$ cat src/rtl/usb_rx_dpll.sv
// USB receive front end: pin synchroniser, 4x-oversampling DPLL, NRZI decode,
// bit-unstuffing, SE0/EOP detection. One clock per quarter bit.
module usb_rx_dpll #(
  parameter bit          FULL_SPEED = 1'b1,
  parameter int unsigned STUFF_LEN  = 6
) (
  input  logic clk_i,
  input  logic rst_ni,
  input  logic dp_i,
  input  logic dn_i,
  output logic rx_bit_o,
  output logic rx_valid_o,
  output logic se0_o,
  output logic eop_o,
  output logic stuff_err_o
);

  localparam int unsigned OnesW = $clog2(STUFF_LEN + 1);
  localparam logic [OnesW-1:0] OnesMax = OnesW'(STUFF_LEN);

  // Idle (J) pin levels; low speed swaps J and K.
  localparam logic DpIdle = FULL_SPEED;
  localparam logic DnIdle = !FULL_SPEED;

  typedef enum logic [1:0] {LsJ, LsK, LsSe0} line_e;

  logic             dp_q1, dp_q2, dn_q1, dn_q2;
  line_e            ls_d, ls_q, ls_prev_q;
  logic [1:0]       phase_d, phase_q;
  logic [OnesW-1:0] ones_d, ones_q;
  line_e            nrzi_prev_d, nrzi_prev_q;
  logic [1:0]       se0_cnt_d, se0_cnt_q;
  logic             rx_bit_d, rx_valid_d, se0_d, eop_d, stuff_err_d;
  logic             edge_det, sample, nrzi_bit;

  // Two-flop synchroniser per pin, reset to the idle J levels.
  always_ff @(posedge clk_i or negedge rst_ni) begin
    if (!rst_ni) begin
      dp_q1 <= DpIdle;
      dp_q2 <= DpIdle;
      dn_q1 <= DnIdle;
      dn_q2 <= DnIdle;
    end else begin
      dp_q1 <= dp_i;
      dp_q2 <= dp_q1;
      dn_q1 <= dn_i;
      dn_q2 <= dn_q1;
    end
  end

  // Line-state decode of the synchronised pair; SE1 is folded into SE0.
  always_comb begin
    case ({dp_q2, dn_q2})
      2'b10:   ls_d = FULL_SPEED ? LsJ : LsK;
      2'b01:   ls_d = FULL_SPEED ? LsK : LsJ;
      default: ls_d = LsSe0;
    endcase
  end

  // An edge re-centres the phase; a sample lands two clocks later, mid-bit.
  assign edge_det = (ls_q != ls_prev_q);
  assign sample   = !edge_det && (phase_q == 2'd1);
  assign phase_d  = edge_det ? 2'd0 : phase_q + 2'd1;
  assign nrzi_bit = (ls_q == nrzi_prev_q);

  // Sample-point decode: NRZI, unstuffing, SE0 tracking and EOP.
  always_comb begin
    ones_d      = ones_q;
    nrzi_prev_d = nrzi_prev_q;
    se0_cnt_d   = se0_cnt_q;
    se0_d       = se0_o;
    rx_bit_d    = 1'b0;
    rx_valid_d  = 1'b0;
    eop_d       = 1'b0;
    stuff_err_d = 1'b0;
    if (sample) begin
      if (ls_q == LsSe0) begin
        se0_d       = 1'b1;
        se0_cnt_d   = (se0_cnt_q == 2'd3) ? 2'd3 : se0_cnt_q + 2'd1;
        ones_d      = '0;
        nrzi_prev_d = LsJ;
      end else begin
        se0_d     = 1'b0;
        se0_cnt_d = 2'd0;
        if (se0_cnt_q != 2'd0 && ls_q == LsJ) begin
          // J after SE0 closes the packet and carries no data.
          eop_d = 1'b1;
        end else begin
          nrzi_prev_d = ls_q;
          if (ones_q < OnesMax) begin
            rx_valid_d = 1'b1;
            rx_bit_d   = nrzi_bit;
            ones_d     = nrzi_bit ? ones_q + OnesW'(1) : '0;
          end else begin
            // Expected stuffed 0; a 1 here is a stuffing violation.
            stuff_err_d = nrzi_bit;
            ones_d      = '0;
          end
        end
      end
    end
  end

  // Line state, DPLL and decoder state plus registered outputs.
  always_ff @(posedge clk_i or negedge rst_ni) begin
    if (!rst_ni) begin
      ls_q        <= LsJ;
      ls_prev_q   <= LsJ;
      phase_q     <= 2'd0;
      ones_q      <= '0;
      nrzi_prev_q <= LsJ;
      se0_cnt_q   <= 2'd0;
      rx_bit_o    <= 1'b0;
      rx_valid_o  <= 1'b0;
      se0_o       <= 1'b0;
      eop_o       <= 1'b0;
      stuff_err_o <= 1'b0;
    end else begin
      ls_q        <= ls_d;
      ls_prev_q   <= ls_q;
      phase_q     <= phase_d;
      ones_q      <= ones_d;
      nrzi_prev_q <= nrzi_prev_d;
      se0_cnt_q   <= se0_cnt_d;
      rx_bit_o    <= rx_bit_d;
      rx_valid_o  <= rx_valid_d;
      se0_o       <= se0_d;
      eop_o       <= eop_d;
      stuff_err_o <= stuff_err_d;
    end
  end

endmodule

$ cat config.mk
export PLATFORM = sky130hd
export DESIGN_NAME = usb_rx_dpll
export DESIGN_NICKNAME = d
export VERILOG_FILES = /design/src/rtl/usb_rx_dpll.sv
export SDC_FILE = /design/constraint.sdc
export NUM_CORES = 1
export LEC_CHECK = 0
export BUFFER_PORTS_ARGS = -buffer_cell sky130_fd_sc_hd__buf_2
export CAP_MARGIN = 30
export CORE_UTILIZATION = 55
export CTS_CLUSTER_DIAMETER = 60
export DETAILED_ROUTE_END_ITERATION = 8
export HOLD_SLACK_MARGIN = 0.12
export PLACE_DENSITY = 0.83
export SKIP_LAST_GASP = 1
export SYNTH_ARGS = -nofsm -noshare
export SYNTH_HDL_FRONTEND = slang
export SYNTH_SLANG_ARGS = --single-unit
$ cat constraint.sdc
create_clock -name clk_i -period 1.9 [get_ports clk_i]
set_input_delay 0.095 -clock clk_i [delete_from_list [all_inputs] [get_ports clk_i]]
set_output_delay 0.095 -clock clk_i [all_outputs]
set_load 0.02 [all_outputs]
Yosys cells after proc, flatten, opt, wreduce, memory -nomap -nowiden:

Cells that the tools add are included.

* register bits after elaboration: 22
* output and inout bits: 5
* logic and storage cells: 59

* add/subtract/negate cells: 3
* magnitude comparators: 1
* equal/unequal tests: 8
* mux-type cells: 26
* reductions and logical operators: 6

Operators by type and width (number)
* 1-bit 2-to-1 mux: 16
* 3-bit 2-to-1 mux: 4
* 2-bit 2-to-1 mux: 5
* 2-bit equality test, second input constant: 3
* 2-bit by 1-bit adder with 2-bit output, second input constant: 2
* 2-bit by 1-bit equality test with 1-bit output, second input constant: 2
* 2-bit one-hot mux with 2 select lines: 1
* 3-bit by 1-bit adder with 3-bit output, second input constant: 1
* 3-bit < comparator, second input constant: 1
* 2-bit equality test: 1
* 1-bit logical AND: 2
* 2-bit zero test: 1
* 2-bit != test: 1
* 2-bit != test, second input constant: 1
* 2-bit AND reduction: 1
* 2-bit nonzero test: 1
* 1-bit zero test: 1

Longest topological paths before layout:

Gate-level depths: netlist (run 1).

* word-level depth: 5
* depth in mapped cells: 5
* depth with buffers taken out: 5

Worst setup path before layout (run 1):

No wires, ideal clock.

* kind: flip-flop to flip-flop
* from: reg ls_q[0]
* to: reg nrzi_prev_q[0]
* setup time: 0.125 ns
* arrival time: 1.341 ns
* data required time: 1.775 ns
* slack: 0.434 ns
* stages on the path, launching flop included: 4
* clock period less this slack: 1.466 ns
* cell sequence: dfrtp_1 -> or2_4 -> o2111ai_4 -> mux2_2

* longest elaborated chain between the ends: 4
* elaborated cells on any way between the ends: 10
* classes of those cells: 3 x eq/ne; 2 x mux; 5 x reduce/logical

RTL lines
* start: declaration: RTL line 28 `line_e ls_d, ls_q, ls_prev_q;`
* start signal: assignment: RTL line 107 `ls_q <= LsJ;`
* start signal: assignment: RTL line 119 `ls_q <= ls_d;`
* 2-bit zero test or 2-bit != test (tied branches): RTL line 85, 61
* 1-bit logical AND or 1-bit zero test (tied branches): RTL line 85, 62
* 2-bit != test (no line) or 1-bit logical AND (tied branches)
* 2-bit AND reduction (no line)
* end signal: assignment: RTL line 111 `nrzi_prev_q <= LsJ;`
* end signal: assignment: RTL line 123 `nrzi_prev_q <= nrzi_prev_d;`
* end: declaration: RTL line 31 `line_e nrzi_prev_d, nrzi_prev_q;`

Several ways; a longest one is shown, not always the timed one. The select of a mux whose other input is x is not followed.
A chain may end at the register's enable or synchronous reset.

Worst setup path after layout (run 1):

* from: reg ls_q[1]
* to: reg ones_q[2]

* longest elaborated chain between the ends: 5
* elaborated cells on any way between the ends: 13
* classes of those cells: 4 x eq/ne; 4 x mux; 5 x reduce/logical

RTL lines
* 2-bit equality test: RTL line 64 `assign nrzi_bit = (ls_q == nrzi_prev_q);`
* 3-bit 2-to-1 mux: RTL line 93 `ones_d = nrzi_bit ? ones_q + OnesW'(1) : '0;`
* 3-bit 2-to-1 mux: RTL line 90 `if (ones_q < OnesMax) begin`
* 3-bit 2-to-1 mux: RTL line 85 `if (se0_cnt_q != 2'd0 && ls_q == LsJ) begin`
* 3-bit 2-to-1 mux: RTL line 77 `if (ls_q == LsSe0) begin`
* end signal: assignment: RTL line 122 `ones_q <= ones_d;`
* end: declaration: RTL line 30 `logic [OnesW-1:0] ones_d, ones_q;`

Several ways; a longest one is shown, not always the timed one. The select of a mux whose other input is x is not followed.

==> reports/metrics.yaml, run 1 <==
outcome: "complete, no violations"
period_share: 0.856
slowest_delay_ns: 0.50
wire_per_inst_um: 14.9
grt-busiest-layer: "met2"
final_max_slew_viol_count: 0
syn_area_um2: 908
final_hold_viol_count: 0
final_antenna_net_count: 0
grt_start_max_net_pins: 23
grt-ovfl-total: 0
yosys.area.top_type_share: 0.551
cts_tree: "built"
h-tree-depth: 1
die_x_um: 42.6
cp_slowest_cell: "dfrtp_1"
grtUsageMet3: 0.0474
p_per_area_nw_per_um2: 1160
final_layout_size_suffix_gt1_frac: 0.329
synth_cell_types: 26
cap_violations: 0
drtPass1Iterations: 4
syn_nets: 74
synth_common_cells: "dfrtp_1 (20), nand2_1 (5), nor2_1 (5)"
cts_max_path_buffers: 2
p_total_mw: 1.20
diodes: 0
clkLatencyLatePin_ns: 0.31
crit_fanout: 7
row_count: 14
drt-total-wl_um: 1460
fin_setup_tns_ns: 0
synth_edf_count: 0
cp_cell_sequence: "xnor2_2 > o2111ai_4 > o21bai_1 > a22o_2"
ys.flop_type: "dfrtp_1"
synth.avg_cell_area_um2: 13.6
rsz0062_at_grt: "false"
fin_nets: 90
synth_top_area_cell: "dfrtp_1"
startpoint_type: "register"
hp-class: "in -> async"
grt_pass1_vias: 568
place_hpwl_um: 981
period_needed_ns: 1.63
numClockSinks: 22
rr_worst_depth: 4
clkTransAtPathRegs_ns: 0.12
cts_inserted_buffers: 3
vdd_drop_max_uv: 595
synthTopCellsByArea: "dfrtp_1 (55%), dfstp_2 (5.8%), ha_1 (4.1%)"
met1_usage: 0.223
critPathRequiredTime_ns: 2.10
start_util: 0.596
async_flop_share: 1.00
holdBufCountCts: 3
slew_headroom: 0.695
cts-resized-gates: 0
whs_ns: 0.252
ys.warnings.count: 0
ys_ff_latch: 22
p_leak_nw: 0.481
drc: 0
syn_to_final_growth_pct: 13.9
end_kind: "register"
fin_skew_ns: 0.00373
die_area_um2: 1820
clock-root-buffer: "clkbuf_4"
crit_arrival_ns: 1.83
grt_use_total: 0.196
grt_use_met2: 0.309
synthCells: 67
portBuffers: 8
yosysSeqAreaShare: 0.609
max_slew.worst_pin.slew_ns: 0.458
crit_type: "reg -> reg"
max_freq_ghz: 0.615
grt_pass1_wl_um: 2530
post-cts-setup-buffers: 0
fp.coreArea_um2: 1520
setup_viol: 0
nFillCells: 108
synth_most_common_cell: "dfrtp_1"
die_y_um: 42.6
antenna_found_initial: 0
dr_total_vias: 569
place_congestion: 0.720
final-seq-area_um2: 553
drt_iter0_drc: 15
multiInputGateArea_um2: 340
io_pins: 9
via_per_inst: 5.81
==> registers in the layout, indices dropped and copies added (netlist names) <==
| name | count |
|---|---|
| dp_q1 | 1 |
| nrzi_prev_q | 2 |
| eop_o | 1 |
| dn_q1 | 1 |
| ls_q | 2 |
| se0_cnt_q | 2 |
| ones_q | 3 |
| phase_q | 2 |
| ls_prev_q | 2 |
| stuff_err_o | 1 |
| dn_q2 | 1 |
| se0_o | 1 |
| rx_valid_o | 1 |
| dp_q2 | 1 |
| rx_bit_o | 1 |
==> through the flow <==
step | instances | util | setup WS, ns | area, um^2
global placement | 91 | 0.635 | 0.375 | 968
floorplan | 67 | - | 0.434 | 908
global route | 98 | 0.679 | 0.215 | 1030
finish | 98 | 0.679 | 0.273 | 1030
CTS | 98 | 0.679 | 0.285 | 1030
detailed placement | 91 | 0.635 | 0.316 | 968
==> path summary, 6_finish.rpt <==
| kind | start | endpoint | slack, ns |
|---|---|---|---|
| min | rst_ni | rx_valid_o$_DFF_PN0_ | 0.25 |
| min in group clk_i | dn_q1$_DFF_PN0_ | dn_q2$_DFF_PN0_ | 0.37 |
| max reg2reg | ls_q[1]$_DFF_PN0_ | ones_q[2]$_DFFE_PN0P_ | 0.27 |
| max in group asynchronous | rst_ni | dp_q1$_DFF_PN1_ | 1.30 |
| max | ls_q[1]$_DFF_PN0_ | ones_q[2]$_DFFE_PN0P_ | 0.27 |
| min reg2reg | dn_q1$_DFF_PN0_ | dn_q2$_DFF_PN0_ | 0.37 |
==> layout by cell type, fill, tap and decap left out, drive strengths merged <==
cell / instances
a211oi: 1
nor2: 6
o22a: 1
dfstp: 2
o21bai: 1
o21ai: 4
nor2b: 1
dfrtp: 20
or2: 1
nand2: 5
clkbuf: 4
a31oi: 1
a32oi: 1
o2111ai: 1
a22o: 2
dlygate4sd3: 3
buf: 8
xnor2: 3
mux2: 3
inv: 4
ha: 3
nor3: 3
and2b: 1
and2: 1
nand3: 2
==> critical path, delay by kind of cell, from the launching register on <==
kind / cells / cell delay (ns)
flip-flops: 1 / 0.50
XOR/XNOR: 1 / 0.32
AO/OA/AOI/OAI: 3 / 0.71
==> per-layer routing <==
layer	routed length (um)	share of wire
met5	0	0
met2	725	0.50
met4	55	0.038
met3	51	0.035
met1	624	0.43
==> cell families after synthesis <==
| family | share of synthesized area |
|---|---|
| buffers and inverters | 0.0165 |
| adder cells (fa/ha/maj) | 0.0413 |
| flip-flops | 0.609 |
| AO/OA/AOI/OAI | 0.124 |
| AND/OR/NAND/NOR | 0.114 |
| XOR/XNOR | 0.0579 |
| multiplexers | 0.0372 |
==> power by group <==
group          internal (mW)  switching, mW  leakage (nW)
clock network          0.117          0.139        0.0210
registers              0.557         0.0791         0.281
logic                  0.136          0.168         0.179
total                  0.810          0.386         0.481
==> cell type report <==
cell class | instances | share of cell area
flip-flops and latches | 22 | 0.534
well taps | 16 | 0.0193
repair buffers | 11 | 0.0677
inverters | 4 | 0.0145
multi-input cells | 41 | 0.329
clock buffers | 4 | 0.0351
Note: power is estimated with default switching activity, not from simulation.
==> run 2: changes to the inputs <==
- BUFFER_PORTS_ARGS: -buffer_cell sky130_fd_sc_hd__buf_2 -> -buffer_cell sky130_fd_sc_hd__buf_4
==> reports/metrics.yaml, run 2 (same netlist as run 1, synthesis figures left out) <==
outcome: "complete, no violations"
whs_ns: 0.197
fp.coreArea_um2: 1520
final_cell_mix: "dfrtp_1 (20), buf_4 (8), nand2_1 (5), nor2_1 (5)"
rsz0062_at_grt: "false"
grt_pass1_vias: 571
place_hpwl_um: 858
p_per_area_nw_per_um2: 1180
die_area_um2: 1820
fin_skew_ns: 0.00507
grt_use_total: 0.179
cp_top_family: "flip-flops"
fin_nets: 90
wire_per_inst_um: 12.6
period_needed_ns: 1.57
p_total_mw: 1.27
setup_viol: 0
power_frac_clock: 0.272
seqPwrFrac: 0.496
rr_worst_depth: 3
h-tree-depth: 1
end_kind: "register"
period_share: 0.824
via_per_inst: 5.41
grt_start_max_net_pins: 23
start_util: 0.596
worst_slack_ns: 0.334
slowest_delay_ns: 0.53
clkTransAtPathRegs_ns: 0.12
syn_to_final_growth_pct: 17.9
grt-ovfl-total: 0
cts_max_path_buffers: 2
worstSetupPathDepth: 3
rrSetupSlack_ns: 0.33
critPathRequiredTime_ns: 2.10
cts-resized-gates: 0
antenna_found_initial: 0
die_y_um: 42.6
startpoint_type: "register"
dp_slack_ns: 0.349
row_count: 14
cp_cell_sequence: "or2_4 > o2111ai_4 > mux2_2"
crit_end: "nrzi_prev_q[0]$_DFFE_PN0P_"
crit_fanout: 8
drtPass1Iterations: 2
crit_arrival_ns: 1.76
fin_setup_tns_ns: 0
path_buf_inv: 0
place_congestion: 0.728
clkLatencyLatePin_ns: 0.30
cap_violations: 0
holdBufCountCts: 3
vdd_drop_max_uv: 724
grt_pass1_wl_um: 2340
p_int_mw: 0.912
die_x_um: 42.6
crit_path_start: "ls_q[0]$_DFF_PN0_"
clock-root-buffer: "clkbuf_4"
p_sw_mw: 0.357
final_antenna_net_count: 0
largest_register_ffs: 3
final_util: 0.703
cts_inserted_buffers: 3
top_register: "ones_q"
io_pins: 9
dr_total_vias: 530
drt-total-wl_um: 1240
diodes: 0
final_hold_viol_count: 0
drt_iter0_drc: 4
final_max_slew_viol_count: 0
hp-class: "in -> async"
max_freq_ghz: 0.638
drc: 0
slew_headroom: 0.765
post-cts-setup-buffers: 0
comb_power_share: 0.232
portBuffers: 8
layout_commonest_cell: "dfrtp_1"
cp_slowest_cell: "dfrtp_1"
final_layout_size_suffix_gt1_frac: 0.329
nFillCells: 99
cts_tree: "built"
p_leak_nw: 0.491
crit_type: "reg -> reg"
numClockSinks: 22
r2r-end: "nrzi_prev_q[0]$_DFFE_PN0P_"
reg2reg_from: "ls_q[0]$_DFF_PN0_"
max_slew.worst_pin.slew_ns: 0.352
switching_share: 0.281
==> run 2: cell types whose count changed in the layout (fill, tap and decap cells not counted), sizes merged <==
cell / change
clkbuf: -1
bufinv: +1
==> run 2: worst min path at each step <==
stage / start / endpoint / slack, ns / depth (start not counted)
global route: rst_ni / stuff_err_o$_DFF_PN0_ / 0.21 / 2
finish: rst_ni / stuff_err_o$_DFF_PN0_ / 0.20 / 2
global placement: rst_ni / se0_cnt_q[0]$_DFFE_PN0P_ / -0.01 / 1
floorplan: rst_ni / dn_q1$_DFF_PN0_ / -0.20 / 0
detailed placement: rst_ni / se0_cnt_q[0]$_DFFE_PN0P_ / -0.008 / 1
CTS: rst_ni / stuff_err_o$_DFF_PN0_ / 0.20 / 2
==> run 2: power by group through the flow <==
| stage | clock, mW | sequential (mW) | combinational [mW] |
|---|---|---|---|
| after detailed placement | 0 | 0.638 | 0.290 |
| after global routing | 0.371 | 0.644 | 0.336 |
| after CTS | 0.356 | 0.629 | 0.297 |
| after floorplan | 0 | 0.640 | 0.209 |
| after global placement | 0 | 0.633 | 0.283 |
| final | 0.345 | 0.629 | 0.295 |
==> run 2: layer usage <==
| metal | share of wire | vias to the layer above | GRT usage |
|---|---|---|---|
| met2 | 0.50 | 8 | 0.300 |
| li1 | - | 265 | - |
| met4 | 0.012 | 0 | 0.0938 |
| met3 | 0.022 | 2 | 0.0259 |
| met1 | 0.47 | 255 | 0.222 |
| met5 | 0 | - | 0 |
==> run 2: stage by stage <==
stage / std cells / instance area, um^2
floorplan: 67 / 908
global placement: 91 / 988
detailed placement: 91 / 988
CTS: 98 / 1070
global route: 98 / 1070
finish: 98 / 1070
==> run 2: final cells by class <==
class                           instances  area [um^2]  area share
Sequential cell                        22          553       0.516
Multi-Input combinational cell         41          340       0.318
Timing Repair Buffer                   11         90.1      0.0841
Clock inverter                          1         30.0      0.0280
Clock buffer                            3         22.5      0.0210
Tap cell                               16         20.0      0.0187
Inverter                                4         15.0      0.0140
